### src/rtl/pc_fetch_unit_if.sv
// Instruction-memory fetch bus between the PC/fetch stage and instruction memory.
// The fetch unit drives the request and address; memory answers with ack and data.
interface pc_fetch_unit_if;
    logic        imem_req;
    logic [31:0] imem_addr;
    logic        imem_ack;
    logic [31:0] imem_data;

    modport master (
        output imem_req,
        output imem_addr,
        input  imem_ack,
        input  imem_data
    );

    modport slave (
        input  imem_req,
        input  imem_addr,
        output imem_ack,
        output imem_data
    );
endinterface

### src/rtl/pc_fetch_unit.sv
// KGP-miniRISC program counter and instruction-fetch stage.
// Fetches the word at the current PC over a req/ack bus, holds it for decode
// until execute commits, then loads the PC from the jump unit's next_address.
// Also tracks halt, fetch-timeout fault and the retired-instruction count.
// Every output is a register, so no input reaches an output combinationally.
module pc_fetch_unit #(
    parameter logic [31:0] RESET_PC = 32'h0000_0000,
    parameter int          TIMEOUT  = 16
) (
    input  logic                 clk,
    input  logic                 rst,
    input  logic                 start_i,
    input  logic [31:0]          next_address_i,
    input  logic                 commit_i,
    input  logic                 halt_i,
    pc_fetch_unit_if.master      imem,
    output logic [31:0]          pc_out_o,
    output logic [31:0]          instr_o,
    output logic                 instr_valid_o,
    output logic                 halted_o,
    output logic                 fault_o,
    output logic [31:0]          retired_o
);

    // Counter is wide enough to hold TIMEOUT itself.
    localparam int TW = $clog2(TIMEOUT + 1);
    localparam logic [TW-1:0] TMO_ZERO = TW'(0);
    localparam logic [TW-1:0] TMO_ONE  = TW'(1);
    // Value held during the last allowed FETCH cycle: a missing ack there faults.
    localparam logic [TW-1:0] TMO_LAST = TW'(TIMEOUT - 1);

    typedef enum logic [2:0] {
        ST_IDLE   = 3'd0,
        ST_FETCH  = 3'd1,
        ST_EXEC   = 3'd2,
        ST_HALTED = 3'd3,
        ST_FAULT  = 3'd4
    } state_t;

    state_t        state_q, state_d;
    logic [31:0]   pc_q, pc_d;
    logic [31:0]   instr_q, instr_d;
    logic [31:0]   retired_q, retired_d;
    logic [TW-1:0] tmo_q, tmo_d;
    logic          req_q, valid_q, halted_q, fault_q;

    // Next-state and datapath update decoded from the current state.
    always_comb begin
        state_d   = state_q;
        pc_d      = pc_q;
        instr_d   = instr_q;
        retired_d = retired_q;
        tmo_d     = tmo_q;
        case (state_q)
            ST_IDLE: begin
                if (start_i) begin
                    state_d = ST_FETCH;
                end else begin
                    state_d = ST_IDLE;
                end
            end
            ST_FETCH: begin
                // An ack in the last allowed cycle still wins over the timeout.
                if (imem.imem_ack) begin
                    instr_d = imem.imem_data;
                    tmo_d   = TMO_ZERO;
                    state_d = ST_EXEC;
                end else if (tmo_q == TMO_LAST) begin
                    tmo_d   = tmo_q + TMO_ONE;
                    state_d = ST_FAULT;
                end else begin
                    tmo_d   = tmo_q + TMO_ONE;
                    state_d = ST_FETCH;
                end
            end
            ST_EXEC: begin
                // The PC follows next_address even on HALT so it points past it.
                if (commit_i) begin
                    pc_d      = next_address_i;
                    retired_d = retired_q + 32'd1;
                    if (halt_i) begin
                        state_d = ST_HALTED;
                    end else begin
                        state_d = ST_FETCH;
                    end
                end else begin
                    state_d = ST_EXEC;
                end
            end
            ST_HALTED: state_d = ST_HALTED;
            ST_FAULT:  state_d = ST_FAULT;
            default:   state_d = ST_IDLE;
        endcase
    end

    // State, datapath and strobe registers; strobes are pre-decoded from the next state.
    always_ff @(posedge clk) begin
        if (rst) begin
            state_q   <= ST_IDLE;
            pc_q      <= RESET_PC;
            instr_q   <= 32'h0000_0000;
            retired_q <= 32'h0000_0000;
            tmo_q     <= TMO_ZERO;
            req_q     <= 1'b0;
            valid_q   <= 1'b0;
            halted_q  <= 1'b0;
            fault_q   <= 1'b0;
        end else begin
            state_q   <= state_d;
            pc_q      <= pc_d;
            instr_q   <= instr_d;
            retired_q <= retired_d;
            tmo_q     <= tmo_d;
            req_q     <= (state_d == ST_FETCH);
            valid_q   <= (state_d == ST_EXEC);
            halted_q  <= (state_d == ST_HALTED);
            fault_q   <= (state_d == ST_FAULT);
        end
    end

    assign imem.imem_req  = req_q;
    assign imem.imem_addr = pc_q;
    assign pc_out_o       = pc_q;
    assign instr_o        = instr_q;
    assign instr_valid_o  = valid_q;
    assign halted_o       = halted_q;
    assign fault_o        = fault_q;
    assign retired_o      = retired_q;

endmodule

### src/flat_wrapper.sv
// flat-port wrapper written by rule: the top's interface ports become plain ports
module pc_fetch_unit_flat 
#(
    parameter logic [31:0] RESET_PC = 32'h0000_0000,
    parameter int          TIMEOUT  = 16
)
  (clk, rst, start_i, next_address_i, commit_i, halt_i, pc_out_o, instr_o, instr_valid_o, halted_o, fault_o, retired_o, imem_imem_req, imem_imem_addr, imem_imem_ack, imem_imem_data);
  pc_fetch_unit_if imem_i ();
  input  logic clk;
  input  logic rst;
  input  logic start_i;
  input  logic [31:0] next_address_i;
  input  logic commit_i;
  input  logic halt_i;
  output logic [31:0] pc_out_o;
  output logic [31:0] instr_o;
  output logic instr_valid_o;
  output logic halted_o;
  output logic fault_o;
  output logic [31:0] retired_o;
  output wire logic [$bits(imem_i.imem_req)-1:0] imem_imem_req;
  output wire logic [$bits(imem_i.imem_addr)-1:0] imem_imem_addr;
  input wire logic [$bits(imem_i.imem_ack)-1:0] imem_imem_ack;
  input wire logic [$bits(imem_i.imem_data)-1:0] imem_imem_data;
  assign imem_imem_req = imem_i.imem_req;
  assign imem_imem_addr = imem_i.imem_addr;
  assign imem_i.imem_ack = imem_imem_ack;
  assign imem_i.imem_data = imem_imem_data;
  pc_fetch_unit #(.RESET_PC(RESET_PC), .TIMEOUT(TIMEOUT)) u_core (.clk(clk), .rst(rst), .start_i(start_i), .next_address_i(next_address_i), .commit_i(commit_i), .halt_i(halt_i), .imem(imem_i), .pc_out_o(pc_out_o), .instr_o(instr_o), .instr_valid_o(instr_valid_o), .halted_o(halted_o), .fault_o(fault_o), .retired_o(retired_o));
endmodule
### config.mk
export PLATFORM = sky130hd
export DESIGN_NAME = pc_fetch_unit_flat
export DESIGN_NICKNAME = d
export VERILOG_FILES = /design/src/rtl/pc_fetch_unit_if.sv /design/src/rtl/pc_fetch_unit.sv /design/src/flat_wrapper.sv
export SDC_FILE = /design/constraint.sdc
export NUM_CORES = 1
export LEC_CHECK = 0
export ABC_AREA = 1
export CAP_MARGIN = 30
export CORE_ASPECT_RATIO = 0.75
export CORE_MARGIN = 2
export CORE_UTILIZATION = 40
export CTS_BUF_LIST = sky130_fd_sc_hd__clkbuf_4 sky130_fd_sc_hd__clkbuf_8
export CTS_CLUSTER_SIZE = 24
export DETAILED_ROUTE_END_ITERATION = 16
export PLACE_DENSITY = 0.89
export SETUP_SLACK_MARGIN = 0.3
export SYNTH_ARGS = -nofsm -noshare
export SYNTH_HDL_FRONTEND = slang
export SYNTH_SLANG_ARGS = --single-unit
### constraint.sdc
create_clock -name clk -period 1.3 [get_ports clk]
set_input_delay 0.39 -clock clk [delete_from_list [all_inputs] [get_ports clk]]
set_output_delay 0.39 -clock clk [all_outputs]
set_load 0.02 [all_outputs]
==> run summary, run 1 <==
# DRC -> 0
Distinct cells, synth -> 36
VDD IR-drop max -> 749 uV
Max Clock Freq -> 633 MHz
Int Power -> 5.22 mW
Slew HR -> 74.2%
Max Clock Skew -> 0.00869 ns
Post-synth EDFFs -> 0
Initial Util -> 41.3%
Final instance area -> 0.00984 mm2
Antenna violation net count after detailed routing -> 0
Power per cell area -> 757 mW/mm2
Setup TNS -> -10.40 ns
Number of synthesized register bits -> 108
CP Launch Type -> input port
Synth warn -> 0
Row count -> 34
Register share of total power -> 47.4%
Mapped Cells -> 663
Die height -> 99.1 um
Crit path DAT -> 1.84 ns
Routed wire length -> 21,600 um
Final #Nets -> 1,031
Worst Tran Pin Value -> 0.386 ns
Most common cell in the synthesized netlist -> nor2_1
Dpl ws -> -0.680 ns
Die area -> 0.0130 mm2
DR WL/cell -> 19.2 um
Share of layout cells above drive strength 1 -> 65.7%
Hold Path Origin -> u_core.tmo_q[4]
Syn Std Cell Area -> 0.00483 mm2
Syn nets -> 736
P_sw -> 2.23 mW
Kind of critical path -> in2reg
Root Buffer -> clkbuf_8
Setup crit end kind -> register
DP Wirelength -> 10,900 um
Gpl congestion -> 0.894
Clock power share -> 27.9%
Violated checks -> negative setup slack
H-tree levels -> 3
Port buffer count -> 201
Number of global-route vias before repair -> 5,485
Detailed Route Iter0 Violations -> 482
Mux contribution to synthesized area -> 0%
Register area -> 0.00240 mm2
Crit-path max FO -> 6
Vias -> 5,918
Area share of the largest cell type after synthesis -> 44.8%
CTS clk-pin slew, worst paths -> 0.11 ns
CTS Sinks -> 108
Total Power -> 7.45 mW
WHS Path Cells -> 2
Post-synth top cells -> nor2_1 (191), dfxtp_1 (108), nand2_1 (85), o21ai_0 (71), inv_1 (47)
Max-cap viol count -> 0
WHS Endpoint -> u_core.tmo_q[4]
Asr flop ratio synth -> 0%
Setup slack after layout -> -0.279 ns
Worst Hold Class -> reg2reg
Core Region -> 0.0117 mm2
Reg2reg end -> u_core.imem.imem_addr[15]
Final hold violations -> 0
Total CTS buffers -> 9
TritonCTS clock tree -> built
Pin count of the biggest net entering global routing -> 44
Largest family of logic cells by synthesized area -> simple AND/OR/NAND/NOR gates
IO Count -> 202
Critical Path RT -> 1.56 ns
Tcrit/Tclk final -> 121%
Post-Synth Adder-Cell Area -> 0.778%
Multi-input logic area -> 0.00316 mm2
Combinational power share -> 24.8%
First-pass GRT wire length -> 27,000 um
Ys flop type -> dfxtp_1
Worst reg2reg setup slack -> -0.26 ns
TritonRoute pass-1 iters -> 5
Register area share after synthesis -> 44.8%
Initial antenna violation count -> 0
Synth area leaders -> dfxtp_1 (45%), nor2_1 (15%), o21ai_0 (7.4%)
Routed vias/inst -> 5.26
Min Tclk post-route -> 1.58 ns
Status -> finished, violations left
Leading area contributor after synthesis -> dfxtp_1
FF-to-FF Start -> u_core.state_q[0]
Chip Width -> 131 um
RSZ-0062 raised after global routing -> true
Worst hold slack -> 0.498 ns
Area Overhead vs Synth -> 104%
Clock Latency Late Sink -> 0.38 ns
Post-Synth XOR/XNOR Area -> 0.907%
Switch share -> 29.9%
Final slew viol count -> 0
Fillers -> 564
Cells on worst reg2reg path -> 8
GRT overflow -> 0
Synth Area in Compound Gates -> 9.52%
Mapped Avg Cell Area -> 7.28 um2
Diodes inserted -> 0
Post-Synth Simple-Gate Area -> 32.4%
GRT Total Usage -> 26.5%
Setup-failing EPs final -> 110
Leakage -> 4.16 nW
Area after DPL -> 0.00746 mm2
Maximum clock insertion buffer count -> 2
==> how the worst max path moves through the flow <==
stage,slack (ns),to,from,depth (start not counted)
finish,-0.28,u_core.imem.imem_addr[15],commit_i,8
floorplan,0.002,u_core.retired_o[14],u_core.retired_o[1],10
CTS,-0.08,u_core.retired_o[16],u_core.retired_o[1],8
detailed placement,-0.68,u_core.imem.imem_addr[11],commit_i,7
global placement,-0.63,u_core.retired_o[31],commit_i,9
global route,-0.27,u_core.instr_o[7],u_core.state_q[2],8
==> metrics by stage <==
step / utilization (%) / instances
floorplan: - / 663
global placement: 63.8 / 1030
detailed placement: 63.8 / 1030
CTS: 73.3 / 1075
global route: 84.1 / 1125
finish: 84.1 / 1125
==> cell type report <==
| cell class | instances | share of cell area [%] |
|---|---|---|
| clock buffer | 12 | 1.68 |
| clock inverter | 4 | 0.305 |
| inverter | 51 | 2.20 |
| multi-input combinational | 447 | 32.1 |
| sequential | 108 | 24.3 |
| tap | 162 | 2.06 |
| timing repair buffer | 341 | 37.3 |
==> what timing repair did <==
| item | CTS | global route |
|---|---|---|
| buffers inserted | 22 | 45 |
| hold endpoints to repair | 0 | 0 |
| hold buffers | 0 | 0 |
| resized for setup | 930 | 255 |
| pin swaps | 27 | 85 |
| gates cloned | 7 | 5 |
| setup endpoints to repair | 240 | 240 |
==> state kept, by name, summed over array words and instances (netlist names) <==
name	count
u_core.imem.imem_addr	32
u_core.instr_o	32
u_core.retired_o	32
u_core.tmo_q	5
u_core.state_q	3
u_core.fault_o	1
u_core.halted_o	1
u_core.imem.imem_req	1
u_core.instr_valid_o	1
==> cells in the final DEF, fill, tap and decap left out, types with 39 or more instances in the layout <==
master	count
nand2_1	69
buf_6	150
dfxtp_2	64
buf_4	98
o21ai_2	56
nor2_2	49
inv_1	39
dfxtp_4	41
nor2_1	110
clkdlybuf4s50_1	68
nor2_4	50
==> kinds of logic after synthesis <==
group           after synthesis
compound gates               88
xor+xnor                      5
fa+ha+maj                     3
buf+inv                     108
flops                       108
simple gates                351
==> critical path, stage by stage <==
cell,delay (ns)
clkdlybuf4s15_1,0.34
nand2_4,0.18
nor2_4,0.07
buf_8,0.15
buf_6,0.13
buf_12,0.14
nor2_1,0.31
nor2_2,0.11
==> power groups by stage <==
stage | combinational (mW) | clock (mW) | sequential, mW
finish | 1.84 | 2.07 | 3.53
global route | 1.92 | 2.25 | 3.54
CTS | 1.38 | 2.09 | 3.53
detailed placement | 1.17 | 0 | 3.57
global placement | 1.15 | 0 | 3.57
floorplan | 0.440 | 0 | 3.71
==> metal layers <==
layer  up-vias  GRT usage (%)  wire length, um
met5         -              0                0
met4         0           11.3             1060
met3       102           6.67             1670
met2       345           46.5            10600
met1      2805           30.5             8310
li1       2666              -                -
Note: power is estimated with default switching activity, not from simulation.
==> run 2, diff against run 1 <==
--- a/config.mk
+++ b/config.mk
@@ -11,6 +11,7 @@
 export CORE_MARGIN = 2
 export CORE_UTILIZATION = 40
 export CTS_BUF_LIST = sky130_fd_sc_hd__clkbuf_4 sky130_fd_sc_hd__clkbuf_8
+export CTS_CLUSTER_DIAMETER = 150
 export CTS_CLUSTER_SIZE = 24
 export DETAILED_ROUTE_END_ITERATION = 16
 export PLACE_DENSITY = 0.89
==> results of run 2 <==
Same layout as run 1: the final DEF is identical, and so are final timing and power.
